File: src/rtl/uart_tx_feeder.sv
// Byte FIFO feeding a UART transmitter: accepts bytes over valid/ready and
// launches them one at a time through a tx_enable / busy_tx handshake.
module uart_tx_feeder #(
  parameter int DEPTH  = 16,
  parameter int DATA_W = 8
) (
  input  logic                       sys_clk,
  input  logic                       rst,
  input  logic                       flush,
  input  logic [DATA_W-1:0]          wr_data,
  input  logic                       wr_valid,
  output logic                       wr_ready,
  input  logic                       busy_tx,
  output logic [DATA_W-1:0]          tx_data,
  output logic                       tx_enable,
  output logic [$clog2(DEPTH):0]     count,
  output logic                       full,
  output logic                       empty,
  output logic                       sent_pulse
);

  localparam int PTR_W = $clog2(DEPTH);
  localparam int CNT_W = PTR_W + 1;

  localparam logic [1:0] IDLE    = 2'd0;
  localparam logic [1:0] LAUNCH  = 2'd1;
  localparam logic [1:0] SENDING = 2'd2;

  logic [DATA_W-1:0] mem [DEPTH];
  logic [PTR_W-1:0]  rd_ptr;
  logic [PTR_W-1:0]  wr_ptr;
  logic [1:0]        state;
  logic [CNT_W-1:0]  count_next;
  logic              wr_fire;
  logic              pop;

  // Status comes straight from the registered count, so wr_ready never
  // depends combinationally on wr_valid.
  assign full     = (count == CNT_W'(DEPTH));
  assign empty    = (count == '0);
  assign wr_ready = !full && !rst;

  assign wr_fire = wr_valid && wr_ready && !flush;
  assign pop     = (state == IDLE) && !empty && !busy_tx && !flush;

  always_comb begin
    count_next = count;
    case ({wr_fire, pop})
      2'b10:   count_next = count + CNT_W'(1);
      2'b01:   count_next = count - CNT_W'(1);
      default: count_next = count;
    endcase
    if (flush) count_next = '0;
  end

  // Storage array carries no reset; only pointers and count define contents.
  always_ff @(posedge sys_clk) begin
    if (wr_fire) mem[wr_ptr] <= wr_data;
  end

  always_ff @(posedge sys_clk or posedge rst) begin
    if (rst) begin
      rd_ptr     <= '0;
      wr_ptr     <= '0;
      count      <= '0;
      state      <= IDLE;
      tx_enable  <= 1'b0;
      tx_data    <= '0;
      sent_pulse <= 1'b0;
    end else begin
      count      <= count_next;
      sent_pulse <= 1'b0;

      if (flush) begin
        rd_ptr <= '0;
        wr_ptr <= '0;
      end else begin
        if (wr_fire) wr_ptr <= wr_ptr + PTR_W'(1);
        if (pop)     rd_ptr <= rd_ptr + PTR_W'(1);
      end

      // Flush only clears storage; an in-flight byte keeps its handshake.
      case (state)
        IDLE: begin
          if (pop) begin
            tx_data   <= mem[rd_ptr];
            tx_enable <= 1'b1;
            state     <= LAUNCH;
          end
        end
        LAUNCH: begin
          if (busy_tx) begin
            tx_enable <= 1'b0;
            state     <= SENDING;
          end
        end
        SENDING: begin
          if (!busy_tx) begin
            sent_pulse <= 1'b1;
            state      <= IDLE;
          end
        end
        default: begin
          tx_enable <= 1'b0;
          state     <= IDLE;
        end
      endcase
    end
  end

endmodule
File: config.mk
export PLATFORM = sky130hd
export DESIGN_NAME = uart_tx_feeder
export DESIGN_NICKNAME = d
export VERILOG_FILES = /design/src/rtl/uart_tx_feeder.sv
export SDC_FILE = /design/constraint.sdc
export NUM_CORES = 1
export LEC_CHECK = 0
export ABC_AREA = 1
export BUFFER_PORTS_ARGS = -buffer_cell sky130_fd_sc_hd__buf_4
export CORE_MARGIN = 3
export CORE_UTILIZATION = 52
export DETAILED_ROUTE_END_ITERATION = 16
export PLACE_DENSITY = 0.69
export SLEW_MARGIN = 20
export SYNTH_ARGS = -nofsm -noshare
export SYNTH_HDL_FRONTEND = slang
export SYNTH_SLANG_ARGS = --single-unit
File: constraint.sdc
create_clock -name sys_clk -period 2.2 [get_ports sys_clk]
set_input_delay 0.11 -clock sys_clk [delete_from_list [all_inputs] [get_ports sys_clk]]
set_output_delay 0.11 -clock sys_clk [all_outputs]
set_load 0.005 [all_outputs]
==> results of run 1 <==
==> path summary, 6_finish.rpt <==
check                           startpoint         end  slack, ns
worst min register to register  tx_data[1]  tx_data[1]       0.48
worst max-delay path              state[1]    count[4]       0.13
max in group asynchronous              rst   rd_ptr[0]       1.50
worst max register to register    state[1]    count[4]       0.13
min in group asynchronous              rst   tx_enable       0.42
worst min-delay path            wr_data[0]  mem[12][0]       0.02
==> layout make-up <==
type,count,area share
clock buffer,18,0.0560
clock inverter,12,0.0175
inverter,28,0.0137
multi-input combinational,375,0.245
sequential,153,0.584
tap,168,0.0275
timing repair buffer,54,0.0556
==> state kept, by name, indices dropped and copies added (netlist names) <==
name        flops
count           5
mem           128
rd_ptr          4
sent_pulse      1
state           2
tx_data         8
tx_enable       1
wr_ptr          4
==> through the flow <==
step	power, mW	worst slack, ns	util
6_report	8.41	0.134	0.627
3_5_place_dp	5.55	0.0332	0.573
2_1_floorplan	4.90	0.0755	-
5_1_grt	8.85	-0.0174	0.627
3_3_place_gp	5.50	0.117	0.573
4_1_cts	8.36	0.0195	0.622
==> worst max-delay path, cell delays in order, from the launching register on <==
cell      delay [ns]
dfrtp_1         0.36
inv_1           0.08
nand2_1         0.08
nor2_2          0.17
nand3_2         0.10
inv_2           0.08
nand2_4         0.07
fa_2            0.35
nand3b_1        0.22
nand2_1         0.11
nand2_1         0.07
nand4_1         0.09
nand2_1         0.05
nand2_1         0.06
nand2_1         0.06
==> cell families (layout without fill, tap and decap cells) <==
kind of cell               after synthesis  after routing  share of synthesized area
AOI/OAI and AO/OA                       84             84                     0.0644
xor gates and xnor gates                 2              2                    0.00266
adders and majority gates                9              9                     0.0182
buffers and inverters                   56            112                     0.0461
DFF                                    153            153                      0.678
and+or+nand+nor                        280            280                      0.191
==> per-layer routing <==
layer / track usage / up-vias
li1: - / 2103
met1: 0.302 / 2128
met2: 0.341 / 158
met3: 0.0440 / 32
met4: 0.101 / 0
met5: 0 / -
==> cells in the final DEF (no fill, tap or decap), types with 3 or more instances in the layout <==
cell,Yosys,final
a21oi_1,6,5
buf_4,3,50
bufinv_16,0,3
clkbuf_16,0,17
clkinv_1,2,7
dfrtp_1,25,21
dfrtp_2,0,4
dlygate4sd3_1,0,3
edfxtp_1,128,128
ha_1,8,6
inv_1,20,19
inv_2,6,7
nand2_1,58,58
nand2_2,4,3
nand3_1,53,52
nand3_2,3,3
nor2_1,140,139
nor2_4,1,3
nor3_1,4,4
nor3_2,10,10
o21ai_0,54,54
o21ai_1,23,23
==> power groups by stage <==
stage          logic [mW]  registers [mW]  clock network, mW
2_1_floorplan        1.42            3.48                  0
3_3_place_gp         2.04            3.46                  0
3_5_place_dp         2.08            3.47                  0
4_1_cts              2.11            3.41               2.84
5_1_grt              2.42            3.46               2.97
6_report             2.16            3.44               2.82
==> timing repair <==
item,CTS,global route
hold buffers,3,0
gates resized for setup,0,14
hold endpoints to repair,30,0
endpoints found under the setup margin,0,2
==> results.cfg, run 1 <==
[run_status]
outcome = finished clean

[detailed_routing]
dr.pass1.iters = 5
ant_nets = 0
wl_met3_um = 837
wl_met2_um = 7270
num_vias = 4421
drt_iter0_drc = 427
wl_met1_um = 6430
post_drt_wl_per_cell_um = 18.5
maxUsedRoutingLayer = met4
postRouteWirelength_um = 15000
via_per_inst = 5.47
drc = 0

[min_path]
hp-class = in -> reg
worstHoldPathCells = 1

[cells_and_area]
diodes = 0
multi_input_area_um2 = 1880
nFillCells = 970
drive_gt1_frac = 0.180
nets = 651
stdcell_area_um2 = 7660
stdcell_count = 808
syn_to_final_growth_pct = 16.2
register_area_um2 = 4470

[synthesis]
synthTopCellsByCount = nor2_1 (140), edfxtp_1 (128), nand2_1 (58), o21ai_0 (54), nand3_1 (53)
yosysMostFrequentCell = nor2_1
ys_warn_count = 0
ys_top_cells_by_area = edfxtp_1 (58%), dfrtp_1 (9.5%), nor2_1 (8.0%)
yosysTopAreaCell = edfxtp_1
synth_cells = 584
yosys.area.top_type_share = 0.583
synth_seq_cells = 153
yosysSeqAreaShare = 0.678
syn_area_um2 = 6590
ys_types = 31
syn_nets = 606
ys.flop_type = edfxtp_1
syn_avg_cell_area_um2 = 11.3
async_flop_share = 0.163
synth_edf_count = 128

[clocking]
cts_made_buffers = 17
post_cts_buffers = 0
clk_pin_slew_ns = 0.06
clock_latency_ns = 0.42
cts_tree = yes
cts_max_level = 4
cts_sinks = 153
cts_root_buf = clkbuf_16
clockBufferDepth = 2

[place]
place_congestion = 0.858
hpwl_um = 9380
io_buffers = 30
dp.cells = 775
place_area_um2 = 7000

[timing]
finalSetupTns_ns = 0
fin_hold_ws_ns = 0.0172
worstMarginPinSlew_ns = 0.757
clock-skew-final_ns = 0.00692
hold_violations = 0
period_share = 0.939
setup_viol = 0
max_freq_mhz = 484
period_minus_slack_ns = 2.07
slew_violations = 0
relSlewSlack = 0.493

[power]
switching_share = 0.303
intPower_mw = 5.87
max-vdd-ir-drop_v = 0.000548
p_sw_mw = 2.55
p_seq_frac = 0.408
powerDensity_nw_per_um2 = 1100
clkPwrFrac = 0.335
combPwrFrac = 0.257
p_leak_nw = 2.86

[floorplanning]
die_x_um = 119
core_um2 = 12200
start_util = 0.540
rows = 40
fp.dieH_um = 119
ios = 31
dieArea_um2 = 14100

[grt]
grt.total_usage = 0.220
antenna_found_initial = 0
grt_pass1_vias = 4276
grt_max_degree = 37
grt_pass1_wl_um = 23400
overflow = 0

[critical_path]
worstPathArrival_ns = 2.37
critPathRequiredTime_ns = 2.51
r2r.worst_path.cells = 14
crit_fanout = 5
cp-end-kind = flop
crit_path_start_kind = flop
critical_path_class = reg -> reg

[flow_run]
cap_viol_max_count = 0
Note: power is estimated with default switching activity, not from simulation.
==> run 2, diff against run 1 <==
--- a/config.mk
+++ b/config.mk
@@ -7,6 +7,7 @@
 export LEC_CHECK = 0
 export ABC_AREA = 1
 export BUFFER_PORTS_ARGS = -buffer_cell sky130_fd_sc_hd__buf_4
+export CORE_ASPECT_RATIO = 1.2
 export CORE_MARGIN = 3
 export CORE_UTILIZATION = 52
 export DETAILED_ROUTE_END_ITERATION = 16
==> run 2 against run 1 <==
Clock power is 6% lower. Core utilization is 0.092 points lower. Sequential power hardly changed. Sequential share of layout area about the same. Routed wire length is 1.6% lower. Critical path depth stayed put. Global-route usage is 0.47 points higher. Hold slack better by 0.017 ns. Via count up 1.1%. Non-clock buffer count rose by 10. Combinational power down 2%. Fmax is 1.5% higher.
==> results.cfg, run 2 (same netlist as run 1, synthesis figures left out) <==
[timing]
fin_hold_ws_ns = 0.0338
period_share = 0.925
finalSetupTns_ns = 0
slew_violations = 0
relSlewSlack = 0.603
grt_setup_unrepaired = no
setup_slack_ns = 0.164
worstMarginPinSlew_ns = 0.594
hold_violations = 0
clock-skew-final_ns = 0.00819
period_minus_slack_ns = 2.04
setup_viol = 0
max_freq_mhz = 491

[critical_path]
crit_fanout = 5
worstPathArrival_ns = 2.34
r2r.worst_path.cells = 14
crit_path_start_kind = flop
cp-end-kind = flop
r2r_end = count[4]
critical_path_class = reg -> reg
timing.rr.start = state[1]
critPathRequiredTime_ns = 2.50
rrSetupSlack_ns = 0.16

[grt]
grt_pass1_vias = 4533
antenna_found_initial = 0
grt_max_degree = 36
grt.total_usage = 0.225
grt_pass1_wl_um = 23300
overflow = 0

[cells_and_area]
drive_gt1_frac = 0.189
diodes = 0
reg_top3 = mem (128), tx_data (8), count (5)
final_common_cell = nor2_1
utilization = 0.626
stdcell_area_um2 = 7650
regMostFlops = mem
largest_reg_flops = 128
nets = 661
syn_to_final_growth_pct = 16.1
nFillCells = 991
mostFrequentLayoutCells = nor2_1 (139), edfxtp_1 (128), buf_4 (61), nand2_1 (58), o21ai_0 (54)
stdcell_count = 813

[detailed_routing]
postRouteWirelength_um = 14700
via_per_inst = 5.50
ant_nets = 0
post_drt_wl_per_cell_um = 18.1
drt_iter0_drc = 323
drc = 0
dr.pass1.iters = 4
num_vias = 4471

[clocking]
cts_made_buffers = 17
cts_max_level = 4
cts_sinks = 153
cts_root_buf = clkbuf_16
cts_tree = yes
clockBufferDepth = 2
clock_latency_ns = 0.41
clk_pin_slew_ns = 0.06

[place]
place_ws_ns = 0.0752
hpwl_um = 9460
io_buffers = 30
dp.cells = 778
place_area_um2 = 7050
place_congestion = 0.841

[floorplanning]
ios = 31
start_util = 0.539
core_um2 = 12200
die_x_um = 109
fp.dieH_um = 129
rows = 44
dieArea_um2 = 14100

[min_path]
hp-class = in -> reg
hp-start = wr_data[3]
worstHoldPathCells = 1
holdPathEnd = mem[4][3]

[power]
max-vdd-ir-drop_v = 0.000616
powerDensity_nw_per_um2 = 1070
p_total_mw = 8.16
p_leak_nw = 2.90

[run_status]
outcome = finished clean

[flow_run]
cap_viol_max_count = 0
==> run 2: how the worst max path moves through the flow <==
stage | startpoint | to | slack, ns
final | state[1] | count[4] | 0.16
after CTS | count[1] | count[4] | 0.05
after detailed placement | count[1] | count[4] | 0.08
after global routing | state[1] | count[4] | 0.005
after global placement | count[1] | count[4] | 0.12
after floorplan | rst | count[4] | 0.08
==> run 2: layout make-up <==
type	count	area, µm²	area share
clock inverter	12	103	0.0134
clock buffer	20	437	0.0571
multi-input combinational	375	1850	0.241
inverter	28	105	0.0137
tap	161	201	0.0263
sequential	153	4470	0.584
timing repair buffer	64	488	0.0638
==> run 2: repair_timing <==
action | CTS | global route
buffers inserted | 0 | 0
setup endpoints to repair | 0 | 1
hold endpoints to repair | 29 | 0
gates resized for setup | 0 | 9
hold buffers | 3 | 0
==> run 2: where the power goes <==
part	switching [mW]	total (mW)	internal [mW]
Sequential	0.115	3.42	3.31
Clock	1.09	2.64	1.55
Combinational	1.33	2.11	0.771
==> run 2: layer usage <==
metal,part of all wire,GRT usage,vias up
met5,0,0,-
met4,0.034,0.113,0
met3,0.057,0.0443,36
met2,0.52,0.382,148
met1,0.39,0.275,2168
li1,-,-,2119
==> run 2: worst max-delay path, cell delays in order, from the launching register on <==
cell and delay [ns]:
dfrtp_1 0.36, inv_1 0.08, nand2_1 0.09, nor2_2 0.17, nand3_2 0.10, inv_2 0.09, nand2_4 0.07, fa_2 0.34
nand3b_1 0.22, nand2_1 0.10, nand2_1 0.06, nand4_1 0.08, nand2_1 0.05, nand2_1 0.06, nand2_1 0.05
